$ cat src/rtl/multicycle_control_fsm.sv
// Instruction sequencer for the multicycle datapath: FETCH/DECODE/EXECUTE/MEMORY/WRITEBACK
// with req/ack memory handshakes, a per-request timeout, and a retired-instruction counter.
module multicycle_control_fsm #(
  parameter int OPC_WIDTH = 3,
  parameter int MAX_WAIT  = 15,
  parameter int CNT_WIDTH = 32
) (
  input  logic                 clk,
  input  logic                 rst,
  input  logic                 run,
  input  logic [OPC_WIDTH-1:0] opcode,
  output logic                 imem_req,
  input  logic                 imem_ack,
  output logic                 dmem_req,
  output logic                 dmem_we,
  input  logic                 dmem_ack,
  output logic                 ir_load,
  output logic                 pc_inc,
  output logic                 alu_en,
  output logic                 reg_we,
  output logic                 wb_sel,
  output logic                 halted,
  output logic                 fault,
  output logic [2:0]           state,
  output logic [CNT_WIDTH-1:0] instr_count
);

  typedef enum logic [2:0] {
    S_IDLE      = 3'd0,
    S_FETCH     = 3'd1,
    S_DECODE    = 3'd2,
    S_EXECUTE   = 3'd3,
    S_MEMORY    = 3'd4,
    S_WRITEBACK = 3'd5,
    S_HALT      = 3'd6,
    S_FAULT     = 3'd7
  } state_t;

  // +2 keeps the width non-zero and able to hold MAX_WAIT itself.
  localparam int WAIT_W = $clog2(MAX_WAIT + 2);
  localparam logic [OPC_WIDTH-1:0] OPC_LOAD  = '0;
  localparam logic [OPC_WIDTH-1:0] OPC_STORE = OPC_WIDTH'(1);
  localparam logic [OPC_WIDTH-1:0] OPC_HALT  = '1;
  localparam logic [WAIT_W-1:0]    WAIT_MAX  = WAIT_W'(MAX_WAIT);

  state_t                 state_q;
  logic [OPC_WIDTH-1:0]   opc_q;
  logic [WAIT_W-1:0]      wait_q;
  logic [CNT_WIDTH-1:0]   cnt_q;

  always_ff @(posedge clk) begin
    if (rst) begin
      state_q <= S_IDLE;
      opc_q   <= '0;
      wait_q  <= '0;
      cnt_q   <= '0;
    end else begin
      case (state_q)
        S_IDLE: begin
          if (run) begin
            state_q <= S_FETCH;
            wait_q  <= '0;
          end
        end
        S_FETCH: begin
          if (imem_ack) begin
            state_q <= S_DECODE;
          end else if (wait_q == WAIT_MAX) begin
            state_q <= S_FAULT;
          end else begin
            wait_q <= wait_q + 1'b1;
          end
        end
        S_DECODE: begin
          opc_q <= opcode;
          if (opcode == OPC_HALT) begin
            state_q <= S_HALT;
          end else if (opcode == OPC_LOAD || opcode == OPC_STORE) begin
            state_q <= S_MEMORY;
            wait_q  <= '0;
          end else begin
            state_q <= S_EXECUTE;
          end
        end
        S_EXECUTE: state_q <= S_WRITEBACK;
        S_MEMORY: begin
          if (dmem_ack) begin
            if (opc_q == OPC_LOAD) begin
              state_q <= S_WRITEBACK;
            end else begin
              cnt_q   <= cnt_q + 1'b1;
              state_q <= run ? S_FETCH : S_IDLE;
              wait_q  <= '0;
            end
          end else if (wait_q == WAIT_MAX) begin
            state_q <= S_FAULT;
          end else begin
            wait_q <= wait_q + 1'b1;
          end
        end
        S_WRITEBACK: begin
          cnt_q   <= cnt_q + 1'b1;
          state_q <= run ? S_FETCH : S_IDLE;
          wait_q  <= '0;
        end
        default: state_q <= state_q;
      endcase
    end
  end

  assign imem_req    = (state_q == S_FETCH);
  assign ir_load     = imem_req & imem_ack;
  assign pc_inc      = imem_req & imem_ack;
  assign dmem_req    = (state_q == S_MEMORY);
  assign dmem_we     = dmem_req & (opc_q == OPC_STORE);
  assign alu_en      = (state_q == S_EXECUTE);
  assign reg_we      = (state_q == S_WRITEBACK);
  // Source select only matters while writing; held low otherwise so reset leaves it 0.
  assign wb_sel      = reg_we & (opc_q == OPC_LOAD);
  assign halted      = (state_q == S_HALT);
  assign fault       = (state_q == S_FAULT);
  assign state       = state_q;
  assign instr_count = cnt_q;

endmodule

$ cat config.mk
export PLATFORM = sky130hd
export DESIGN_NAME = multicycle_control_fsm
export DESIGN_NICKNAME = d
export VERILOG_FILES = /design/src/rtl/multicycle_control_fsm.sv
export SDC_FILE = /design/constraint.sdc
export NUM_CORES = 1
export LEC_CHECK = 0
export CAP_MARGIN = 30
export CORE_MARGIN = 2
export CORE_UTILIZATION = 54
export DETAILED_ROUTE_END_ITERATION = 8
export PLACE_DENSITY = 0.82
export SYNTH_ARGS = -nofsm -noshare
export SYNTH_HDL_FRONTEND = slang
export SYNTH_SLANG_ARGS = --single-unit
$ cat constraint.sdc
create_clock -name clk -period 5.35 [get_ports clk]
set_clock_uncertainty 0.15 [all_clocks]
set_input_delay 1.605 -clock clk [delete_from_list [all_inputs] [get_ports clk]]
set_output_delay 1.605 -clock clk [all_outputs]
set_load 0.05 [all_outputs]
==> impl_metrics.yaml <==
worst_setup_path:
  crit_path_start_kind: "primary input"
  cp-end-kind: "output pin"
  worstPathRequired_ns: 3.60
  cp_slowest_cell: "clkdlybuf4s50_1"
  cpPeakStageDelay_ns: 0.80
  cp_common_cell: "clkdlybuf4s50_1"
  r2r.worst_path.cells: 5
  ff2ff_setup_slack_ns: 2.97
  worst_path_dominant_cell_family: "buffers and inverters"
  crit_type: "in2out"
  reg2reg_to: "instr_count[25]$_SDFFE_PP0P_"
  critPathArrivalTime_ns: 3.14
  crit_buf_inv: 2
  r2r-start: "state[2]$_SDFFE_PP0P_"
  path_cells: "clkdlybuf4s50_1, and3_1, clkdlybuf4s50_1"
  cp_max_fo: 4
grt:
  met2_usage_pct: 34.40
  grt_pass1_vias: 1866
  grt_overflow: 0
  grt_start_max_net_pins: 45
  grt_usage_pct: 21.99
  grt_use_met1_pct: 29.29
  grt-busiest-layer: "met2"
  grt_pass1_wl_um: 8700
  met3_usage_pct: 5.233
  grt_antenna_before_repair: 0
yosys:
  yosys.area_share.simple_pct: 37.15
  synth_warnings: 0
  async_reset_ff_share_pct: 0
  syn_nets: 286
  synthCells: 276
  synth_top_area_share_pct: 37.47
  synth_area_leaders: "dfxtp_1 (37%), nor2_1 (7.0%), xor2_1 (6.9%)"
  synthAdderAreaFrac_pct: 1.089
  ys_ff_latch: 43
  postSynthAreaPerCell_um2: 8.323
  synth_mux_area_share_pct: 0
  synth-xor-area-share_pct: 11.06
  synth_cell_types: 43
  synthesis.area_um2: 2297
  synth_top_flop_cell: "dfxtp_1"
  synth-edff-count: 0
  yosysSeqAreaShare_pct: 37.47
  synth_compound_area_share_pct: 9.259
  synth_top_area_cell: "dfxtp_1"
  synth_top_family_by_area: "simple AND/OR/NAND/NOR gates"
route:
  drc: 0
  first_pass_iters: 4
  ant_nets: 0
  drtIter0Drc: 111
  vias: 2137
  wire_per_inst_um: 13.96
  routed_via_density: 5.729
  routed_wl_um: 5208
cells_and_area:
  fin_cells: 373
  antennaDiodeCount: 0
  nFillCells: 333
  area_growth_pct: 28.00
  drive_gt1_share_pct: 8.050
  design_area_um2: 2940
  nets: 332
timing:
  rsz0062_at_grt: "false"
  min_period_over_period_pct: 91.53
  tns_ns: 0
  report.final.setup_viol: 0
  tightest_slew_ns: 0.6702
  whs_ns: 0.3232
  fmax_mhz: 204.2
  drv_slew: 0
  slew_headroom_pct: 55.26
  min_period_ns: 4.897
  hold_viol: 0
pwr:
  leakagePower_uw: 0.001027
  vdd_drop_max_mv: 0.1400
  power_density_nw_per_um2: 217.4
  power_uw: 639.1
die:
  core_area_um2: 4058
  fp.dieH_um: 69.23
  ioPinCount: 53
  num_rows: 23
  dieArea_um2: 4792
  die_x_um: 69.23
  start_util_pct: 56.61
placed_design:
  port_buffers: 52
  place.gp.congestion: 0.8418
  hpwl_um: 3678
  post-place-cells: 365
  placed_area_um2: 2823
hold_path:
  hold_depth: 2
  hold_start: "wait_q[4]$_SDFFE_PP0P_"
  min_path_type: "reg2reg"
  whs_endpoint: "wait_q[4]$_SDFFE_PP0P_"
clock_tree:
  cts_setup_buffers: 0
  post_cts_resized: 0
  cts_root_buffer: "clkbuf_8"
  clk_pin_slew_ns: 0.08
  clk_path_buf_depth: 2
  cts_tree: "yes"
  ctsHoldBuffers: 0
  h-tree-depth: 2
  cts.sinks: 43
  clock_latency_ns: 0.30
  cts_buffers: 5
run:
  cap_violations: 0
outcome:
  outcome: "finished clean"
synth_stat cells, drive strengths merged, types with 2 or more instances:
| master | number |
|---|---|
| a211oi | 2 |
| a21oi | 11 |
| a221oi | 2 |
| and2 | 3 |
| and3 | 10 |
| and4 | 3 |
| buf | 6 |
| clkbuf | 9 |
| dfxtp | 43 |
| ha | 2 |
| inv | 5 |
| nand2 | 18 |
| nand2b | 7 |
| nand3 | 15 |
| nand4 | 15 |
| nor2 | 43 |
| nor3 | 11 |
| nor4 | 10 |
| o21ai | 13 |
| or2 | 3 |
| or3 | 5 |
| xnor2 | 11 |
| xor2 | 18 |
cells by family after synthesis:
| kind of cell | count (synthesis) |
|---|---|
| AO/OA/AOI/OAI | 35 |
| flip-flops | 43 |
| XOR/XNOR | 29 |
| AND/OR/NAND/NOR | 147 |
| buffers and inverters | 20 |
| adder cells (fa/ha/maj) | 2 |
report_power, final:
| part | internal (µW) | leakage [µW] | switching [µW] | total, µW |
|---|---|---|---|---|
| registers | 321 | 0.000347 | 4.57 | 326 |
| clock network | 151 | 0.0000612 | 111 | 262 |
| logic | 19.5 | 0.000619 | 31.7 | 51.2 |
| total | 492 | 0.00103 | 147 | 639 |
final cells by class:
type                       count  area, µm²  area share, %
sequential                    43      860.8          29.28
tap                           50      62.56          2.128
clock buffer                   6      82.58          2.809
timing repair buffer          54      535.5          18.21
inverter                       5      18.77         0.6383
clock inverter                 2      35.03          1.191
multi-input combinational    213       1345          45.74
flip-flops by register name (all words and copies together), names as in the netlist:
| name | cells |
|---|---|
| instr_count | 32 |
| opc_q | 3 |
| wait_q | 5 |
| state | 3 |
worst max-delay path by stage:
stage	from	to	slack [ns]	cells past startpoint
after floorplan	state[2]$_SDFFE_PP0P_	dmem_we	0.84	3
after global placement	imem_ack	ir_load	0.49	3
after detailed placement	imem_ack	pc_inc	0.46	3
after CTS	imem_ack	pc_inc	0.45	3
after global routing	imem_ack	pc_inc	0.42	3
final	imem_ack	ir_load	0.45	3
layout by cell type, fill, tap and decap left out, types with 2 or more instances in the layout:
| master | count |
|---|---|
| nand3_1 | 14 |
| xor2_1 | 18 |
| buf_4 | 2 |
| o21ai_0 | 13 |
| nand4_1 | 14 |
| nand2_1 | 18 |
| clkbuf_8 | 6 |
| inv_1 | 5 |
| nor4_4 | 2 |
| a211oi_1 | 2 |
| nor3_1 | 10 |
| or3_1 | 5 |
| clkdlybuf4s50_1 | 52 |
| xnor2_1 | 11 |
| ha_1 | 2 |
| or2_2 | 2 |
| and3_1 | 10 |
| nor2_1 | 43 |
| a21oi_1 | 11 |
| dfxtp_1 | 43 |
| nor4_2 | 7 |
| nand2b_1 | 6 |
| a221oi_1 | 2 |
| and4_1 | 3 |
| and2_1 | 3 |
layer usage:
layer  vias up  part of all wire (%)
met4         0                   1.9
li1       1063                     -
met3         8                   6.5
met5         -                     0
met1       999                    45
met2        67                    47
worst min-delay path: stages, from the launching register on:
cell and delay (ns):
dfxtp_1 0.33, nand2b_1 0.07, a21oi_1 0.04
metrics by stage:
| stage | worst slack, ns | util (%) |
|---|---|---|
| final | 0.4529 | 72.46 |
| after floorplan | 0.8395 | - |
| after detailed placement | 0.4611 | 69.57 |
| after global routing | 0.4224 | 72.46 |
| after global placement | 0.4877 | 69.57 |
| after CTS | 0.4487 | 72.46 |
Note: power is estimated with default switching activity, not from simulation.
